<file path="src/rtl/cache_pkg.sv">
// Shared types and geometry for the direct-mapped write-back data cache.
package cache_pkg;

  localparam int ADDR_W      = 8;
  localparam int DATA_W      = 8;
  localparam int NUM_BLOCKS  = 8;
  localparam int BLOCK_BYTES = 4;
  localparam int OFFSET_W    = $clog2(BLOCK_BYTES);
  localparam int INDEX_W     = $clog2(NUM_BLOCKS);
  localparam int TAG_W       = ADDR_W - INDEX_W - OFFSET_W;

  typedef enum logic [1:0] {
    IDLE      = 2'd0,
    WRITEBACK = 2'd1,
    FETCH     = 2'd2
  } cache_state_e;

  function automatic logic [TAG_W-1:0] addr_tag(input logic [ADDR_W-1:0] a);
    return a[ADDR_W-1 -: TAG_W];
  endfunction

  function automatic logic [INDEX_W-1:0] addr_index(input logic [ADDR_W-1:0] a);
    return a[OFFSET_W +: INDEX_W];
  endfunction

  function automatic logic [OFFSET_W-1:0] addr_offset(input logic [ADDR_W-1:0] a);
    return a[OFFSET_W-1:0];
  endfunction

endpackage

</file>
<file path="src/rtl/dcache_array.sv">
// Line storage: valid/dirty/tag/data per line, combinational reads,
// registered byte and metadata writes. Valid and dirty clear on reset.
module dcache_array
  import cache_pkg::*;
(
  input  logic                                 clk,
  input  logic                                 reset,
  input  logic [INDEX_W-1:0]                   rd_index,
  input  logic [OFFSET_W-1:0]                  rd_offset,
  output logic                                 rd_valid,
  output logic                                 rd_dirty,
  output logic [TAG_W-1:0]                     rd_tag,
  output logic [BLOCK_BYTES-1:0][DATA_W-1:0]   rd_line,
  output logic [DATA_W-1:0]                    rd_byte,
  input  logic                                 wr_en,
  input  logic [INDEX_W-1:0]                   wr_index,
  input  logic [OFFSET_W-1:0]                  wr_offset,
  input  logic [DATA_W-1:0]                    wr_byte,
  input  logic                                 meta_en,
  input  logic [INDEX_W-1:0]                   meta_index,
  input  logic                                 meta_valid,
  input  logic                                 meta_dirty,
  input  logic [TAG_W-1:0]                     meta_tag
);

  logic [NUM_BLOCKS-1:0]                              valid_q, valid_d;
  logic [NUM_BLOCKS-1:0]                              dirty_q, dirty_d;
  logic [NUM_BLOCKS-1:0][TAG_W-1:0]                   tag_q, tag_d;
  logic [NUM_BLOCKS-1:0][BLOCK_BYTES-1:0][DATA_W-1:0] data_q, data_d;

  assign rd_valid = valid_q[rd_index];
  assign rd_dirty = dirty_q[rd_index];
  assign rd_tag   = tag_q[rd_index];
  assign rd_line  = data_q[rd_index];
  assign rd_byte  = data_q[rd_index][rd_offset];

  // Next-state of the storage: apply at most one byte write and one metadata write.
  always_comb begin
    valid_d = valid_q;
    dirty_d = dirty_q;
    tag_d   = tag_q;
    data_d  = data_q;
    if (wr_en) begin
      data_d[wr_index][wr_offset] = wr_byte;
    end
    if (meta_en) begin
      valid_d[meta_index] = meta_valid;
      dirty_d[meta_index] = meta_dirty;
      tag_d[meta_index]   = meta_tag;
    end
  end

  // Storage registers; only valid/dirty need clearing, tag and data are don't-care when invalid.
  always_ff @(posedge clk) begin
    if (reset) begin
      valid_q <= '0;
      dirty_q <= '0;
    end else begin
      valid_q <= valid_d;
      dirty_q <= dirty_d;
    end
    tag_q  <= tag_d;
    data_q <= data_d;
  end

endmodule

</file>
<file path="src/rtl/dcache_controller.sv">
// Direct-mapped write-back write-allocate byte cache controller.
// Holds the miss FSM, the beat counter and the hit compare; storage lives in dcache_array.
//
// Memory beat handshake: the controller raises mem_read or mem_write together with
// mem_address (and mem_writedata) and holds them. A beat completes at the first posedge
// where the strobe was already high on the previous posedge and mem_busywait is low.
// After each completion the strobe drops for exactly one gap cycle so the memory can
// re-arm its busy detection before the next beat.
module dcache_controller
  import cache_pkg::*;
(
  input  logic               clock,
  input  logic               reset,
  input  logic               read,
  input  logic               write,
  input  logic [ADDR_W-1:0]  address,
  input  logic [DATA_W-1:0]  writedata,
  output logic [DATA_W-1:0]  readdata,
  output logic               busywait,
  output logic               mem_read,
  output logic               mem_write,
  output logic [ADDR_W-1:0]  mem_address,
  output logic [DATA_W-1:0]  mem_writedata,
  input  logic [DATA_W-1:0]  mem_readdata,
  input  logic               mem_busywait,
  output cache_state_e       dbg_state
);

  localparam logic [OFFSET_W-1:0] LAST_BEAT = OFFSET_W'(BLOCK_BYTES - 1);

  cache_state_e         state_q, state_d;
  logic [OFFSET_W-1:0]  beat_q, beat_d;
  logic [INDEX_W-1:0]   index_q, index_d;
  logic [TAG_W-1:0]     victim_tag_q, victim_tag_d;
  logic                 armed_q, armed_d;
  logic                 mem_read_q, mem_read_d;
  logic                 mem_write_q, mem_write_d;
  logic [ADDR_W-1:0]    mem_address_q, mem_address_d;
  logic [DATA_W-1:0]    mem_writedata_q, mem_writedata_d;

  logic [TAG_W-1:0]                    req_tag;
  logic [INDEX_W-1:0]                  req_index;
  logic [OFFSET_W-1:0]                 req_offset;
  logic                                req_valid;
  logic [INDEX_W-1:0]                  line_index;
  logic                                rd_valid, rd_dirty;
  logic [TAG_W-1:0]                    rd_tag;
  logic [BLOCK_BYTES-1:0][DATA_W-1:0]  rd_line;
  logic [DATA_W-1:0]                   rd_byte;
  logic                                hit, strobe_q, beat_done;

  logic                 wr_en, meta_en, meta_dirty;
  logic [INDEX_W-1:0]   wr_index, meta_index;
  logic [OFFSET_W-1:0]  wr_offset;
  logic [DATA_W-1:0]    wr_byte;

  assign req_tag    = addr_tag(address);
  assign req_index  = addr_index(address);
  assign req_offset = addr_offset(address);
  // Simultaneous read and write is illegal and behaves as no request.
  assign req_valid  = read ^ write;
  assign line_index = (state_q == IDLE) ? req_index : index_q;
  assign hit        = rd_valid && (rd_tag == req_tag);
  assign strobe_q   = mem_read_q | mem_write_q;
  assign beat_done  = strobe_q && armed_q && !mem_busywait;

  assign busywait      = !reset && ((state_q != IDLE) || (req_valid && !hit));
  assign readdata      = (!reset && state_q == IDLE && read && !write && hit) ? rd_byte : '0;
  assign mem_read      = mem_read_q;
  assign mem_write     = mem_write_q;
  assign mem_address   = mem_address_q;
  assign mem_writedata = mem_writedata_q;
  assign dbg_state     = state_q;

  dcache_array u_array (
    .clk        (clock),
    .reset      (reset),
    .rd_index   (line_index),
    .rd_offset  (req_offset),
    .rd_valid   (rd_valid),
    .rd_dirty   (rd_dirty),
    .rd_tag     (rd_tag),
    .rd_line    (rd_line),
    .rd_byte    (rd_byte),
    .wr_en      (wr_en),
    .wr_index   (wr_index),
    .wr_offset  (wr_offset),
    .wr_byte    (wr_byte),
    .meta_en    (meta_en),
    .meta_index (meta_index),
    .meta_valid (1'b1),
    .meta_dirty (meta_dirty),
    .meta_tag   (req_tag)
  );

  // Next state, beat sequencing, registered memory strobes and array write controls.
  always_comb begin
    state_d         = state_q;
    beat_d          = beat_q;
    index_d         = index_q;
    victim_tag_d    = victim_tag_q;
    mem_read_d      = mem_read_q;
    mem_write_d     = mem_write_q;
    mem_address_d   = mem_address_q;
    mem_writedata_d = mem_writedata_q;
    wr_en           = 1'b0;
    wr_index        = line_index;
    wr_offset       = req_offset;
    wr_byte         = writedata;
    meta_en         = 1'b0;
    meta_index      = line_index;
    meta_dirty      = 1'b0;

    unique case (state_q)
      IDLE: begin
        if (req_valid && !hit) begin
          index_d      = req_index;
          victim_tag_d = rd_tag;
          beat_d       = '0;
          if (rd_valid && rd_dirty) begin
            state_d         = WRITEBACK;
            mem_write_d     = 1'b1;
            mem_address_d   = {rd_tag, req_index, {OFFSET_W{1'b0}}};
            mem_writedata_d = rd_line[0];
          end else begin
            state_d       = FETCH;
            mem_read_d    = 1'b1;
            mem_address_d = {req_tag, req_index, {OFFSET_W{1'b0}}};
          end
        end else if (write && !read && hit) begin
          wr_en      = 1'b1;
          meta_en    = 1'b1;
          meta_dirty = 1'b1;
        end
      end
      WRITEBACK: begin
        if (!strobe_q) begin
          mem_write_d     = 1'b1;
          mem_address_d   = {victim_tag_q, index_q, beat_q};
          mem_writedata_d = rd_line[beat_q];
        end else if (beat_done) begin
          mem_write_d = 1'b0;
          beat_d      = beat_q + 1'b1;
          if (beat_q == LAST_BEAT) begin
            state_d = FETCH;
          end
        end
      end
      FETCH: begin
        if (!strobe_q) begin
          mem_read_d    = 1'b1;
          mem_address_d = {req_tag, index_q, beat_q};
        end else if (beat_done) begin
          mem_read_d = 1'b0;
          wr_en      = 1'b1;
          wr_index   = index_q;
          wr_offset  = beat_q;
          wr_byte    = mem_readdata;
          beat_d     = beat_q + 1'b1;
          if (beat_q == LAST_BEAT) begin
            meta_en    = 1'b1;
            meta_index = index_q;
            meta_dirty = 1'b0;
            state_d    = IDLE;
          end
        end
      end
      default: begin
        state_d     = IDLE;
        mem_read_d  = 1'b0;
        mem_write_d = 1'b0;
      end
    endcase

    // A beat is armed once its strobe has been seen high on a previous edge.
    armed_d = strobe_q && (mem_read_d || mem_write_d);

    if (reset) begin
      wr_en   = 1'b0;
      meta_en = 1'b0;
    end
  end

  // FSM, beat counter and registered memory-side outputs.
  always_ff @(posedge clock) begin
    if (reset) begin
      state_q         <= IDLE;
      beat_q          <= '0;
      index_q         <= '0;
      victim_tag_q    <= '0;
      armed_q         <= 1'b0;
      mem_read_q      <= 1'b0;
      mem_write_q     <= 1'b0;
      mem_address_q   <= '0;
      mem_writedata_q <= '0;
    end else begin
      state_q         <= state_d;
      beat_q          <= beat_d;
      index_q         <= index_d;
      victim_tag_q    <= victim_tag_d;
      armed_q         <= armed_d;
      mem_read_q      <= mem_read_d;
      mem_write_q     <= mem_write_d;
      mem_address_q   <= mem_address_d;
      mem_writedata_q <= mem_writedata_d;
    end
  end

endmodule

</file>
<file path="config.mk">
export PLATFORM = sky130hd
export DESIGN_NAME = dcache_controller
export DESIGN_NICKNAME = d
export VERILOG_FILES = /design/src/rtl/cache_pkg.sv /design/src/rtl/dcache_array.sv /design/src/rtl/dcache_controller.sv
export SDC_FILE = /design/constraint.sdc
export NUM_CORES = 1
export LEC_CHECK = 0
export CELL_PAD_IN_SITES_DETAIL_PLACEMENT = 2
export CELL_PAD_IN_SITES_GLOBAL_PLACEMENT = 2
export CORE_MARGIN = 1
export CORE_UTILIZATION = 42
export CTS_CLUSTER_DIAMETER = 100
export DETAILED_ROUTE_END_ITERATION = 10
export GPL_ROUTABILITY_DRIVEN = 0
export PLACE_DENSITY = 0.75
export SYNTH_ARGS = -nofsm -noshare
export SYNTH_HDL_FRONTEND = slang
export SYNTH_SLANG_ARGS = --single-unit
</file>
<file path="constraint.sdc">
create_clock -name clock -period 4.23 [get_ports clock]
set_input_delay 0.846 -clock clock [delete_from_list [all_inputs] [get_ports clock]]
set_output_delay 0.846 -clock clock [all_outputs]
set_load 0.02 [all_outputs]
</file>
==> metrics.txt <==
Layout Nets=1513; area leader, netlist=edfxtp_1; max_slew headroom=0.08185; FF-to-FF path depth=27; CTS tree=yes; Worst Setup SP=dbg_state[0]$_SDFFE_PP0P_; Port Buf Inserts=57; initial drt markers=approximately 1400; share of power burned in registers=0.339; worst-margin pin slew=1.371 ns; worst setup path class=flop to output pin; Cell Area, Synth=14500 um^2; # rows=67; Int Pwr=6.822 mW; routing usage on met1=0.4741; highest clock rate=approximately 220 MHz; Via density=6.837; DR WL/cell=40.02 um; Post-synth EDFFs=280; Horiz. Die Dim=187.8 um; CTS Buffer Depth=3; Yosys top cell area share=0.5800; logic gate share of total power=0.350; most common cell after layout, fill and taps aside=edfxtp_1; FF-to-FF Start=dbg_state[0]$_SDFFE_PP0P_; die area=about 35000 um^2; area grow syn2layout=35.03%; initial antenna violation count=1; Synth cell types=between 80 and 90; total CTS buffers=37; final setup TNS=-8.509 ns; asr flop ratio synth=0; Yosys Warn Count=0; outcome=complete, but fails checks; Setup crit end kind=output pin; Yosys reg bits=325; met2 Resource Use GR=0.6661; met3 usage=0.07599; post-route ant nets=0; max-cap violations=0; period utilization=1.087; Core Area=33780 um^2; Post-Syn Instances=1200; placed cell count=1828; first-pass GRT wire length=100.2 mm; GRT Max-Usage Layer=met2; clock power share=0.310; Synth Net Count=1235; HPWL Detailed=about 38 mm; WP data arrival=about 3.8 ns; CP max FO=11; setup ws final=-0.3693 ns; largest cells by area after synthesis=edfxtp_1, nand2_1, dfxtp_1; Min Clock Period, post-route=4.599 ns; reg2reg end=mem_writedata[2]$_SDFFE_PP0P_; DRC Markers=0; Die Span Y=around 190 um; Vias=13370; Sw Pwr=3.740 mW; Worst setup SP type=flop; number of clock sinks=325; largest net degree at the start of global routing=46; Avg Cell Area, Syn=~12 um^2; number of global-route vias before repair=around 14000; LEAKAGE=7.028 nW; # setup viols final=between 100 and 150; most frequent cells in the layout=edfxtp_1, nand2_1, buf_4; starting density of the core=0.4291; reg2reg setup slack=-0.22 ns; sequential fraction of the synthesis area=0.6422; root buf cell=clkbuf_16; clk_lat worst skew=0.57 ns; Global Route Usage Sum=0.3950; Final Max Slew Viols=0; failing checks=setup timing; ys flop type=edfxtp_1; CP Capture Point=readdata[6]; Max IR drop VDD=0.4163 mV; PwrDens=539.6 nW/um^2; switching part of the total=0.3541; fin cells=1955; htree depth=2; Layout Skew=0.02198 ns; Worst-path clk slew=0.06 ns; WP data required=about 3.4 ns; share of cells above drive strength 1=0.3254; total grt overflow=0; RSZ-0062 raised after global routing=true; Tightest Hold Check Type=flop to flop; IO Pins=just under 60; WL final=78.24 mm; drt pass-1 iters=6; Final Hold Vio Count=0
==> power by group through the flow <==
stage               Combinational [mW]  Sequential [mW]  Clock (mW)
CTS                               3.16             3.57        3.15
detailed placement                2.55             3.64           0
global route                      3.73             3.58        3.38
global placement                  2.42             3.64           0
finish                            3.70             3.58        3.28
floorplan                         1.24             3.66           0
==> worst max-delay path, cell delays in order, from the launching register on <==
cell	delay, ns
dfxtp_2	0.33
inv_2	0.08
ha_4	0.17
buf_12	0.14
mux2i_4	0.36
buf_6	0.17
buf_12	0.15
buf_12	0.16
nand2_1	0.10
a32oi_2	0.35
buf_4	0.22
nand2_1	0.07
mux4_2	0.52
nor2_4	0.19
buf_6	0.14
==> state kept, by name, indices dropped and copies added, names as in the netlist <==
name and cells:
victim_tag_q 3, armed_q 1, mem_read 1, mem_address 8, index_q 3, u_array.data_q 256
beat_q 2, mem_writedata 8, mem_write 1, u_array.dirty_q 8, dbg_state 2, u_array.valid_q 8
u_array.tag_q 24
==> what timing repair did <==
item / CTS / global route
hold buffers: 0 / 0
endpoints found under the setup margin: 9 / 39
pin swaps: 50 / 32
setup buffers: 43 / 17
gates cloned: 4 / 1
gates resized for setup: 201 / 54
==> worst min path at each step <==
| stage | start | end | slack (ns) | cells past startpoint |
|---|---|---|---|---|
| finish | u_array.dirty_q[0]$_SDFFE_PP0P_ | u_array.dirty_q[0]$_SDFFE_PP0P_ | 0.50 | 2 |
| global route | u_array.dirty_q[4]$_SDFFE_PP0P_ | u_array.dirty_q[4]$_SDFFE_PP0P_ | 0.52 | 2 |
| CTS | u_array.valid_q[6]$_SDFFE_PP0P_ | u_array.valid_q[6]$_SDFFE_PP0P_ | 0.47 | 1 |
| detailed placement | u_array.valid_q[6]$_SDFFE_PP0P_ | u_array.valid_q[6]$_SDFFE_PP0P_ | 0.46 | 1 |
| global placement | mem_writedata[5]$_SDFFE_PP0P_ | mem_writedata[5]$_SDFFE_PP0P_ | 0.45 | 2 |
| floorplan | u_array.valid_q[7]$_SDFFE_PP0P_ | u_array.valid_q[7]$_SDFFE_PP0P_ | 0.43 | 1 |
==> Yosys cell counts (17+ instances only) <==
cell,instances
a311oi_1,17
a31oi_1,38
dfxtp_1,45
nor2_1,51
nand2_1,257
o21ai_0,37
edfxtp_1,280
clkbuf_1,41
a32oi_1,20
nor3_1,40
mux2i_1,42
inv_1,31
nand3_1,42
a21oi_1,38
and3_1,23
==> per-layer routing <==
layer | wire (um) | vias to the layer above
li1 | - | 5058
met1 | 27670 | 6867
met2 | 37380 | 1054
met3 | 6894 | 387
met4 | 6286 | 0
met5 | 0 | -
==> stage by stage <==
step	setup WS, ns	util	hold slack, ns	cell area, um^2	power [mW]
global route	-0.3334	0.5793	0.5178	19570	10.70
CTS	-0.03441	0.5687	0.4719	19210	9.886
global placement	-0.7685	0.5025	0.4485	16980	6.054
finish	-0.3693	0.5794	0.4962	19570	10.56
floorplan	0.2880	-	0.4317	14500	4.904
detailed placement	-0.8979	0.5025	0.4567	16980	6.189
==> cell families (layout without fill, tap and decap cells) <==
group	count (synthesis)	count (layout)	synth area share
buffers and inverters	114	419	0.03910
XOR/XNOR	1	1	0.001122
flip-flops	325	325	0.6422
AND/OR/NAND/NOR	452	452	0.1371
other	0	1	0
adder cells (fa/ha/maj)	6	6	0.005179
AO/OA/AOI/OAI	238	239	0.1197
multiplexers	64	64	0.05558
==> cell type report <==
class	instances	area, um^2
clock inverters	19	148.9
clock buffers	48	998.5
diodes	1	2.502
inverters	34	127.6
well taps	448	560.5
repair buffers	318	2918
fillers	3035	14210
flip-flops and latches	325	9311
multi-input cells	762	5507
Power figures use the tool's default switching activity.
